### src/rtl/branch_resolve_queue.sv
// In-order queue of issued branch predictions, resolved against actual outcomes.
// Emits predictor training, misprediction redirect and hit/miss statistics.
module branch_resolve_queue #(
  parameter int n     = 32,
  parameter int DEPTH = 4,
  parameter int CNT_W = 16
) (
  input  logic                     clock,
  input  logic                     reset,
  input  logic                     pred_valid,
  input  logic [n-1:0]             PC,
  input  logic                     prediction,
  input  logic [n-1:0]             nex_PC,
  input  logic                     res_valid,
  input  logic                     res_taken,
  input  logic [n-1:0]             res_target,
  output logic                     pred_ready,
  output logic                     fix_valid,
  output logic                     fix_result,
  output logic [n-1:0]             fix_PC,
  output logic                     mispredict,
  output logic [n-1:0]             redirect_PC,
  output logic [$clog2(DEPTH):0]   occupancy,
  output logic [CNT_W-1:0]         total_cnt,
  output logic [CNT_W-1:0]         miss_cnt,
  output logic                     err
);
  localparam int AW = $clog2(DEPTH);

  typedef struct packed {
    logic [n-1:0] pc;
    logic         pred;
    logic [n-1:0] nex_pc;
  } entry_t;

  typedef enum logic {RUN, FLUSH} state_t;

  state_t      state, state_nxt;
  entry_t      mem [DEPTH];
  entry_t      head, wr_entry;
  logic [AW:0] wr_ptr, rd_ptr;
  logic        full, empty, push, pop, miss, flush, proto_err;

  assign full  = (wr_ptr[AW] != rd_ptr[AW]) && (wr_ptr[AW-1:0] == rd_ptr[AW-1:0]);
  assign empty = (wr_ptr == rd_ptr);
  assign head  = mem[rd_ptr[AW-1:0]];

  assign pred_ready = (state == RUN) & ~full;
  assign occupancy  = wr_ptr - rd_ptr;

  // Head is read from registered storage, so a same-cycle push can never be popped.
  assign pop   = res_valid & ~empty;
  assign miss  = (head.pred != res_taken) |
                 (res_taken & head.pred & (head.nex_pc != res_target));
  assign flush = pop & miss;
  // A push racing a mispredicted pop belongs to the wrong path: drop it silently.
  assign push  = pred_valid & pred_ready & ~flush;

  assign proto_err = (pred_valid & ~pred_ready) | (res_valid & empty);

  assign wr_entry = '{pc: PC, pred: prediction, nex_pc: nex_PC};

  always_comb begin
    state_nxt = state;
    case (state)
      RUN:     if (flush) state_nxt = FLUSH;
      FLUSH:   state_nxt = RUN;
      default: state_nxt = RUN;
    endcase
  end

  always_ff @(posedge clock or negedge reset) begin
    if (!reset) state <= RUN;
    else        state <= state_nxt;
  end

  always_ff @(posedge clock) begin
    if (push) mem[wr_ptr[AW-1:0]] <= wr_entry;
  end

  always_ff @(posedge clock or negedge reset) begin
    if (!reset) begin
      wr_ptr <= '0;
      rd_ptr <= '0;
    end else if (flush) begin
      rd_ptr <= wr_ptr;
    end else begin
      if (push) wr_ptr <= wr_ptr + 1'b1;
      if (pop)  rd_ptr <= rd_ptr + 1'b1;
    end
  end

  always_ff @(posedge clock or negedge reset) begin
    if (!reset) begin
      fix_valid   <= 1'b0;
      fix_result  <= 1'b0;
      fix_PC      <= '0;
      mispredict  <= 1'b0;
      redirect_PC <= '0;
    end else begin
      fix_valid  <= pop;
      mispredict <= flush;
      if (pop) begin
        fix_result  <= res_taken;
        fix_PC      <= head.pc;
        redirect_PC <= res_taken ? res_target : head.pc + n'(4);
      end
    end
  end

  always_ff @(posedge clock or negedge reset) begin
    if (!reset) begin
      total_cnt <= '0;
      miss_cnt  <= '0;
      err       <= 1'b0;
    end else begin
      if (pop && total_cnt != {CNT_W{1'b1}})  total_cnt <= total_cnt + 1'b1;
      if (flush && miss_cnt != {CNT_W{1'b1}}) miss_cnt  <= miss_cnt + 1'b1;
      if (proto_err) err <= 1'b1;
    end
  end
endmodule

### config.mk
export PLATFORM = sky130hd
export DESIGN_NAME = branch_resolve_queue
export DESIGN_NICKNAME = d
export VERILOG_FILES = /design/src/rtl/branch_resolve_queue.sv
export SDC_FILE = /design/constraint.sdc
export NUM_CORES = 1
export LEC_CHECK = 0
export ABC_AREA = 1
export BUFFER_PORTS_ARGS = -buffer_cell sky130_fd_sc_hd__buf_4
export CAP_MARGIN = 5
export CORE_MARGIN = 1
export CORE_UTILIZATION = 35
export CTS_CLUSTER_DIAMETER = 50
export DETAILED_ROUTE_END_ITERATION = 8
export GPL_ROUTABILITY_DRIVEN = 0
export HOLD_SLACK_MARGIN = 0.15
export SLEW_MARGIN = 0
export SYNTH_ARGS = -nofsm -noshare
export SYNTH_HDL_FRONTEND = slang
export SYNTH_SLANG_ARGS = --single-unit
### constraint.sdc
create_clock -name clock -period 7.64 [get_ports clock]
set_input_delay 2.292 -clock clock [delete_from_list [all_inputs] [get_ports clock]]
set_output_delay 2.292 -clock clock [all_outputs]
set_load 0.05 [all_outputs]
Yosys cells after proc, flatten, opt, wreduce, memory -nomap -nowiden
Memory sizes are Yosys's and may differ from the RTL's.
Index checks and enable logic that the tools add are counted.
Widths: inputs -> output; s select.
- bitwise operators: 16
- multiplexer cells: 7
- equal/unequal tests: 7
- reductions and logical operators: 5
- add/sub/neg operators: 6
- operators with widths (cell ; count):
    $add 16x1->16 const B ; 2
    $add 32x3->32 const B ; 1
    $mux 32 ; 1
    $ne 16x16->1 const B ; 2
    $ne 32x32->1 ; 1
    $and 1x1->1 ; 9
    $add 3x1->3 const B ; 2
    $mux 3 ; 2
    $not 1->1 ; 5
    $eq 3x3->1 ; 1
    $logic_and 1x1->1 ; 3
    $mux 1 ; 3
    $sub 3x3->3 ; 1
    $eq 2x2->1 ; 1
    $ne 1x1->1 ; 2
    $or 1x1->1 ; 2
    $pmux 1 s2 ; 1
    $reduce_and 2->1 ; 1
    $reduce_bool 2->1 ; 1
- register bits: 107
- logic and storage cells: 53
- memories: 1
- RAM bits: 260
- output and inout bits: 104
- memories (name ; depth ; bits a word ; read ports ; clocked after Yosys merged registers in ; wr ports ; line ; source):
    mem ; 4 ; 65 ; 1 ; 0 ; 1 ; 39 ; entry_t mem [DEPTH];

Depth between registers and ports, before layout
An unclocked memory read counts as a cell.
- word-level depth: 9
- depth in mapped cells: 20
- depth with buffers taken out: 18

Least setup slack after synthesis
Ideal clock, no wire load.
- path kind: input to register
- from: in res_target[27]
- to: mem mem[0][0] in the netlist's numbering, enable pin
- required time: 7152 ps
- data arrival time: 5915 ps
- setup slack: 1237 ps
- stages: 14
- library setup time: 488 ps
- cell sequence: inv_1 > nand3_1 > nand2_1 > inv_1 > nand2_1 > nor2_1 > nand2_1 > nor2_1 > nand2_1 > nand2_2 > nand2_2 > nand2_1 > nand2_2 > nor2_1
- longest elaborated chain between the ends: 8
- RTL lines (element ; line ; source):
    from (decl) ; 16 ; input logic [n-1:0] res_target,
    $ne 32x32->1 ; 54 ; (res_taken & head.pred & (head.nex_pc != res_target));
    $and 1x1->1 ; 54 ;
    $or 1x1->1 ; 53 ; assign miss = (head.pred != res_taken) |
    $and 1x1->1 ; 55 ; assign flush = pop & miss;
    $not 1->1 (no line) ; -- ;
    $and 1x1->1 ; 57 ; assign push = pred_valid & pred_ready & ~flush;
    $mux 1 ; 78 ; if (push) mem[wr_ptr[AW-1:0]] <= wr_entry;
    $mux 1 (not written as such) ; 78 ;
    to (decl) ; 39 ;
No other way between the ends.

Final worst setup path
- from: reg rd_ptr[0]
- to: mem mem[0][56] in the netlist's numbering, enable pin
- longest elaborated chain between the ends: 9
- RTL lines (element ; line ; source):
    from (decl) ; 41 ; logic [AW:0] wr_ptr, rd_ptr;
    from (signal assigned) ; 86 ; rd_ptr <= wr_ptr;
    from (signal assigned) ; 89 ; if (pop) rd_ptr <= rd_ptr + 1'b1;
    $mem_v2 4x65 ; -- ;
    $ne 32x32->1 / $and 1x1->1 (equally long branches) ; 54 ;
    $and 1x1->1 ; 54 ;
    $or 1x1->1 ; 53 ;
    $and 1x1->1 ; 55 ;
    $not 1->1 (no line) ; -- ;
    $and 1x1->1 * ; 57 ;
    $mux 1 * ; 78 ;
    $mux 1 (not written as such) * ; 78 ;
Every way passes the cells marked *; elsewhere a longest branch is shown, timed or not.

==> flow_summary.json <==
{
  "status": "complete, no violations",
  "min_path_type": "flip-flop to flip-flop",
  "p_int_mw": 4.80,
  "die_w_microns": 219,
  "holdWs_ns": 0.468,
  "cts_tree": "yes",
  "ir_drop_mv": 0.337,
  "synth_fp_nets": 1723,
  "seq_area_frac_synth_pct": 63.9,
  "detail_route.first_pass.iterations": 6,
  "core_area_sq_um": 45800,
  "grt-ovfl-total": 0,
  "antenna_found_initial": 2,
  "power_frac_seq_pct": 34.2,
  "dieArea_sq_um": 47800,
  "viasPerCell": 5.03,
  "clock_power_share_pct": 22.2,
  "path_clk_slew_ns": 0.05,
  "final_area_sq_um": 19700,
  "cts_buffers": 41,
  "syn_inst": 1609,
  "combPwrFrac_pct": 43.6,
  "drt-total-wl_microns": 48200,
  "dp.cells": 2359,
  "cp_cell_sequence": "inv_4 -> buf_4 -> nand2_1 -> nand3_1 -> nand2_1 -> nand2_1 -> nand3_1 -> nor2_1 -> nand2_1 -> nor2_1 -> nand2_1 -> nand2_2 -> nand2_2 -> nand2_1 -> nand2_2 -> nor2_4 -> buf_12",
  "cp-start-kind": "flip-flop",
  "slowest_stage": "nor2_4",
  "power_density_nw_per_um2": 441,
  "post-cts-setup-buffer-count": 0,
  "arrival_ns": 5.89,
  "initial_core_util_pct": 35.9,
  "grt.total_usage_pct": 20.0,
  "worstMarginPinSlew_ns": 1.10,
  "p_switching_mw": 3.90,
  "synth_warnings": 0,
  "fin_cells": 2435,
  "wl_per_cell_microns": 19.8,
  "dpl_cell_area_sq_um": 18400,
  "cp.required_ns": 7.85,
  "clock_path_buffers": 3,
  "hold_violations": 0,
  "yosys.area.top_type_share_pct": 47.6,
  "postRouteAntennaNets": 0,
  "holdBufCountCts": 0,
  "insertion_delay_ns": 0.55,
  "cap_violations": 0,
  "numPortBuffers": 205,
  "period_share_pct": 74.2,
  "drc": 0,
  "nets": 1916,
  "vias": 12200,
  "rsz0062_at_grt": "false",
  "fin_worst_skew_ns": 0.0222,
  "first_global_vias": 11500,
  "synth.avg_cell_area_sq_um": 10.2,
  "grt_max_degree": 78,
  "diodes": 0,
  "h-tree-depth": 2,
  "ios": 206,
  "fmax_ghz": 0.176,
  "fillers": 4286,
  "end_kind": "flip-flop",
  "syn2layout_area_growth_pct": 20.3,
  "drive_above_1_share_pct": 17.4,
  "cts_resized": 0,
  "rows": 78,
  "grt_pass1_wl_microns": 71400,
  "p_leak_nw": 8.26,
  "yosys.area.top_type": "edfxtp_1",
  "slew_violations": 0,
  "cts-root-buf": "clkbuf_16",
  "critPathMostFrequentCell": "nand2_1",
  "ys_types": 46,
  "worst_path_dominant_cell_family": "simple AND/OR/NAND/NOR gates",
  "clock-sinks": 367,
  "setup_violations": 0,
  "final.setup.tns_ns": 0,
  "slew_headroom_pct": 26.3,
  "path_buf_inv": 3,
  "mappedNetlistArea_sq_um": 16400,
  "max_stage_delay_ns": 0.88,
  "p_sw_share_pct": 44.8,
  "drtIter0Drc": 1366,
  "ys_top_cells_by_area": "edfxtp_1 48%, dfrtp_1 16%, nand2_1 13%, nand3_1 6.0%, inv_1 2.1%",
  "min_period_ns": 5.67,
  "place_hpwl_microns": 33300,
  "synth-seq-cells": 367,
  "die_h_microns": 219,
  "crit_path_max_fanout": 77,
  "path_class": "flip-flop to flip-flop"
}
-- final timing paths --
kind / startpoint / end / slack (ns) / cells past startpoint
max in group asynchronous: reset / rd_ptr[0] / 4.48 / 2
min in group asynchronous: reset / miss_cnt[0] / 1.89 / 1
hold / removal: state / state / 0.47 / 1
setup reg to reg: rd_ptr[0] / mem[0][56] / 1.97 / 17
hold reg to reg: state / state / 0.47 / 1
setup / recovery: rd_ptr[0] / mem[0][56] / 1.97 / 17
-- cells by family (layout without fill, tap and decap cells) --
group                      Yosys count  count (layout)  synth area share [%]
AOI/OAI and AO/OA                  104             104                  3.89
xor gates and xnor gates            38              38                  2.03
adders and majority gates           12              12                 0.961
buffers and inverters              161             387                  5.00
DFF                                367             367                  63.9
muxes                                1               1                0.0686
and+or+nand+nor                    926             926                  24.2
-- synthesized netlist by cell type, drive strengths merged --
cell type	instances
a21oi	22
a221o	1
a31o	2
a31oi	3
a32o	2
a32oi	3
buf	47
clkbuf	19
clkinv	2
dfrtp	107
edfxtp	260
fa	1
ha	11
inv	93
mux2	1
nand2	589
nand3	197
nand3b	5
nand4	29
nor2	88
nor3	11
nor4	5
o211ai	12
o21ai	46
o21bai	1
o221ai	10
o22ai	2
or2	2
xnor2	19
xor2	19
-- worst register-to-register path, cell delays in order (launching register included) --
cell,delay (ns)
dfrtp_4,0.74
inv_4,0.89
buf_4,0.67
nand2_1,0.11
nand3_1,0.11
nand2_1,0.08
nand2_1,0.06
nand3_1,0.12
nor2_1,0.17
nand2_1,0.08
nor2_1,0.08
nand2_1,0.12
nand2_2,0.12
nand2_2,0.25
nand2_1,0.28
nand2_2,0.22
nor2_4,0.88
buf_12,0.35
-- registers in the layout, indices dropped and copies added (netlist names) --
name and count:
state 1, rd_ptr 3, total_cnt 16, fix_result 1, err 1, mem 260
redirect_PC 32, fix_PC 32, fix_valid 1, mispredict 1, wr_ptr 3, miss_cnt 16
-- per-stage QoR --
step | utilization (%) | total power [mW] | setup slack, ns
final | 43.1 | 8.70 | 1.97
after CTS | 43.1 | 8.77 | 1.96
after detailed placement | 40.2 | 6.82 | 1.98
after global routing | 43.1 | 9.19 | 1.47
after global placement | 40.2 | 6.78 | 2.04
after floorplan | - | 5.60 | 1.24
-- routing by layer --
| metal | GRT usage, % | wire [microns] |
|---|---|---|
| met4 | 6.76 | 1360 |
| met3 | 3.77 | 3420 |
| met5 | 0 | 17 |
| met1 | 27.3 | 20900 |
| met2 | 31.9 | 22600 |
-- power groups by stage --
stage | Sequential [mW] | Clock (mW) | Combinational [mW]
after floorplan | 3.58 | 0 | 2.01
after global placement | 3.01 | 0 | 3.77
after detailed placement | 3.02 | 0 | 3.81
after CTS | 2.98 | 1.97 | 3.82
after global routing | 3.03 | 2.05 | 4.11
final | 2.98 | 1.93 | 3.79
-- layout by cell type, fill, tap and decap left out, types with 3 or more instances in the layout --
master | Yosys | routed
a21oi_1 | 22 | 22
buf_12 | 3 | 4
buf_4 | 11 | 212
bufinv_16 | 0 | 3
clkbuf_1 | 19 | 16
clkbuf_16 | 0 | 43
clkinv_1 | 2 | 6
clkinv_2 | 0 | 6
dfrtp_1 | 107 | 105
edfxtp_1 | 260 | 260
ha_1 | 11 | 11
inv_1 | 90 | 89
nand2_1 | 580 | 580
nand2_2 | 9 | 9
nand3_1 | 196 | 196
nand3b_1 | 5 | 5
nand4_1 | 29 | 29
nor2_1 | 73 | 69
nor2_2 | 12 | 12
nor2_4 | 3 | 7
nor3_1 | 8 | 8
nor3_2 | 3 | 3
nor4_2 | 4 | 4
o211ai_1 | 12 | 12
o21ai_0 | 44 | 44
o221ai_1 | 10 | 10
xnor2_1 | 19 | 19
xor2_1 | 19 | 19
-- final cells by class --
class                      instances  area [sq um]  share of cell area, %
tap                              600           751                   3.80
timing repair buffer             216          1670                   8.47
sequential                       367         10500                   53.2
clock inverter                    16           170                  0.862
multi-input combinational       1081          5140                   26.1
inverter                          95           362                   1.83
clock buffer                      60          1150                   5.83
Power figures use the tool's default switching activity.
